`src/rtl/signal_conditioner.sv`:
```
// Three-channel synchroniser and debouncer feeding the first-signal detector.
// Each channel produces a clean level and a one-cycle rise pulse.
module signal_conditioner #(
  parameter int SYNC_STAGES = 2,
  parameter int DB_CYCLES   = 4
) (
  input  logic clk,
  input  logic rst,
  input  logic a_raw,
  input  logic b_raw,
  input  logic c_raw,
  output logic a,
  output logic b,
  output logic c,
  output logic a_rise,
  output logic b_rise,
  output logic c_rise,
  output logic any_active
);

  localparam int CW = $clog2(DB_CYCLES + 1);
  localparam logic [CW-1:0] TC = CW'(DB_CYCLES - 1);

  logic [2:0]             raw;
  logic [SYNC_STAGES-1:0] sync_q [3];
  logic [CW-1:0]          cnt_q  [3];
  logic [CW-1:0]          cnt_d  [3];
  logic [2:0]             s;
  logic [2:0]             lvl_q, lvl_d;
  logic [2:0]             rise_q, rise_d;
  logic                   any_q;

  assign raw = {c_raw, b_raw, a_raw};

  // Next level is computed combinationally so any_active registers on the same edge.
  always_comb begin
    s      = '0;
    lvl_d  = lvl_q;
    rise_d = '0;
    for (int i = 0; i < 3; i++) begin
      cnt_d[i] = '0;
      s[i]     = sync_q[i][SYNC_STAGES-1];
      if (s[i] != lvl_q[i]) begin
        if (cnt_q[i] == TC) begin
          lvl_d[i]  = s[i];
          rise_d[i] = s[i];
        end else begin
          cnt_d[i] = cnt_q[i] + CW'(1);
        end
      end
    end
  end

  always_ff @(posedge clk) begin
    if (rst) begin
      for (int i = 0; i < 3; i++) begin
        sync_q[i] <= '0;
        cnt_q[i]  <= '0;
      end
      lvl_q  <= '0;
      rise_q <= '0;
      any_q  <= 1'b0;
    end else begin
      for (int i = 0; i < 3; i++) begin
        sync_q[i] <= {sync_q[i][SYNC_STAGES-2:0], raw[i]};
        cnt_q[i]  <= cnt_d[i];
      end
      lvl_q  <= lvl_d;
      rise_q <= rise_d;
      any_q  <= |lvl_d;
    end
  end

  assign a          = lvl_q[0];
  assign b          = lvl_q[1];
  assign c          = lvl_q[2];
  assign a_rise     = rise_q[0];
  assign b_rise     = rise_q[1];
  assign c_rise     = rise_q[2];
  assign any_active = any_q;

endmodule

```
`config.mk`:
```
export PLATFORM = sky130hd
export DESIGN_NAME = signal_conditioner
export DESIGN_NICKNAME = d
export VERILOG_FILES = /design/src/rtl/signal_conditioner.sv
export SDC_FILE = /design/constraint.sdc
export NUM_CORES = 1
export LEC_CHECK = 0
export ABC_AREA = 1
export CELL_PAD_IN_SITES_DETAIL_PLACEMENT = 0
export CELL_PAD_IN_SITES_GLOBAL_PLACEMENT = 1
export CORE_MARGIN = 8
export CORE_UTILIZATION = 40
export DETAILED_ROUTE_END_ITERATION = 12
export MAX_ROUTING_LAYER = met4
export PLACE_DENSITY = 0.88
export SLEW_MARGIN = 20
export SYNTH_ARGS = -nofsm -noshare
export SYNTH_HDL_FRONTEND = slang
export SYNTH_SLANG_ARGS = --single-unit
```
`constraint.sdc`:
```
create_clock -name clk -period 2.14 [get_ports clk]
set_clock_uncertainty 0.1 [all_clocks]
set_input_delay 0.642 -clock clk [delete_from_list [all_inputs] [get_ports clk]]
set_output_delay 0.642 -clock clk [all_outputs]
set_load 0.01 [all_outputs]
```
==> results.yml <==
sta:
  setup_tns_ns: 0
  worstMarginPinSlew_ns: 0.279
  report.final.slew_viol_count: 0
  rsz0062_at_grt: "false"
  fin_ws_ns: 0.161
  finalCritPeriodShare_pct: 92.5
  max_freq_ghz: 0.505
  holdWs_ns: 0.311
  finalSetupViolCount: 0
  slew_headroom_pct: 81.3
  hold_viol: 0
  fin_crit_ns: 1.98
job:
  drv_cap: 0
setup_path:
  worstSetupEndpointType: "primary output"
  cp_slowest_stage_delay_ns: 0.55
  crit_slowest_cell: "clkdlybuf4s50_1"
  critPathTopFamily: "buffers and inverters"
  rr_startpoint: "cnt_q[0][3]"
  r2r-end: "any_active"
  critical_path_buf_inv_count: 1
  cp.required_ns: 1.40
  path_cells: "clkdlybuf4s50_1"
  critPathKind: "reg -> out"
  rrSetupSlack_ns: 0.88
  rr_worst_depth: 7
  crit_path_start_kind: "register"
  crit_fanout: 4
  cp.arrival_ns: 1.24
run_status:
  status: "finished clean"
routing:
  vias_per_cell: 4.06
  ant_nets: 0
  via_count: 556
  drt_iter0_drc: 13
  wl_per_cell_um: 8.01
  routed_wl_mm: 1.10
  drc: 0
  dr.pass1.iters: 3
place:
  dp_slack_ns: 0.333
  gp_congestion: 0.754
  hpwl_um: 864
  io_buffers: 11
  dpl_cell_area_sq_um: 953
floorplanning:
  pin_count: 12
  fp.dieArea_sq_um: 3720
  core_area_sq_um: 1940
  die_x_um: 61.0
  rows: 16
  initial_utilization_pct: 41.7
  die_h_um: 61.0
clock_tree:
  holdBufCountCts: 0
  clkLatencyLatePin_ns: 0.29
  cts_max_path_buffers: 2
  cts_sinks: 22
  cts_tree: "yes"
  postCtsSetupBuffers: 0
  cts-htree-levels: 1
  cts_buffers: 3
  cts_root_buf: "clkbuf_4"
  clk_transition_reported_paths_ns: 0.11
  cts_resized: 0
final_layout:
  num_antenna_cells: 0
  final_cell_mix: "24 x inv_1, 22 x dfxtp_1, 21 x nand2_1, 18 x nor2_1, 11 x clkdlybuf4s50_1"
  finish.instance_area_sq_um: 976
  layout_commonest_cell: "inv_1"
  areaGrowthSynthToFinish_pct: 20.6
  layout-drive-gt1-share_pct: 6.36
  fillers: 193
  nets: 123
worst_hold_path:
  holdPathStages: 2
  hp-class: "reg -> reg"
  min_from: "sync_q[0][0]"
  holdPathEnd: "sync_q[0][1]"
grt:
  grt_pass1_wl_mm: 1.90
  gr-total-overflow: 0
  grt_pass1_vias: 519
  grt_max_degree: 12
  grt_usage_pct: 7.21
  antenna_found_initial: 0
power_and_ir_drop:
  comb_power_share_pct: 4.0
  pwr-share-seq_pct: 67.6
  peakVddDrop_mv: 0.378
  powerDensity_nw_per_um2: 636
  internal-power_w: 0.000494
  swShare_pct: 20.4
  clockPowerShare_pct: 28.4
  power.switching_w: 0.000127
  p_total_w: 0.000620
  leakage_nw: 0.455
logic_synthesis:
  synth-warning-count: 0
  synth.avg_cell_area_sq_um: 8.43
  synth_fp_nets: 107
  ys_types: 9
  synth-seq-cells: 22
  ys_seq_area_share_pct: 54.4
  syn_area_sq_um: 810
  synth_cells: 96
## cell families after synthesis
logic type    synth area share (%)
fa+ha+maj                     9.27
buf+inv                       11.9
flops                         54.4
simple gates                  24.4
## per-layer routing
layer / track usage, % / part of all wire [%]
met5: - / 0
met2: 11.3 / 47
met4: 5.98 / 1.1
met3: 2.97 / 7.4
met1: 6.78 / 45
## per-stage QoR
stage / utilization, % / instances
after floorplan: - / 96
after global placement: 49.1 / 134
after detailed placement: 49.1 / 134
after CTS: 50.3 / 137
after global routing: 50.3 / 137
final: 50.3 / 137
## registers in the layout (all words and copies together), names as in the netlist
signal	count
any_active	1
cnt_q	9
lvl_q	3
rise_q	3
sync_q	6
## worst max path at each step
stage                     cells past startpoint    endpoint        start  slack [ns]
after global routing                          1           c     lvl_q[2]        0.09
final                                         1           b     lvl_q[1]        0.16
after CTS                                     1           c     lvl_q[2]        0.13
after floorplan                               6  any_active  cnt_q[0][6]        1.02
after detailed placement                      4  any_active          rst        0.33
after global placement                        4  any_active          rst        0.34
## cell usage after synthesis
cell type  count  area [sq um]
dfxtp_1       22           440
ha_1           6          75.1
inv_1         24          90.1
inv_4          1          6.26
nand2_1       21          78.8
nand3_1        1          5.00
nand4_2        2          25.0
nand4_4        1          21.3
nor2_1        18          67.6
## power by group through the flow
| stage | Sequential, W | Clock (W) | Combinational (W) |
|---|---|---|---|
| after global routing | 0.000421 | 0.000203 | 0.0000286 |
| after global placement | 0.000429 | 0 | 0.0000247 |
| after floorplan | 0.000428 | 0 | 0.0000141 |
| after detailed placement | 0.000429 | 0 | 0.0000253 |
| after CTS | 0.000420 | 0.000186 | 0.0000253 |
| final | 0.000419 | 0.000176 | 0.0000248 |
## final cells by class
| type | instances | area, sq um | area share, % |
|---|---|---|---|
| repair buffers | 11 | 110 | 11.3 |
| well taps | 27 | 33.8 | 3.46 |
| inverters | 25 | 96.3 | 9.87 |
| flip-flops and latches | 22 | 440 | 45.1 |
| multi-input cells | 49 | 273 | 27.9 |
| clock buffers | 3 | 22.5 | 2.31 |
No activity file was read; power rests on OpenSTA's default activity.
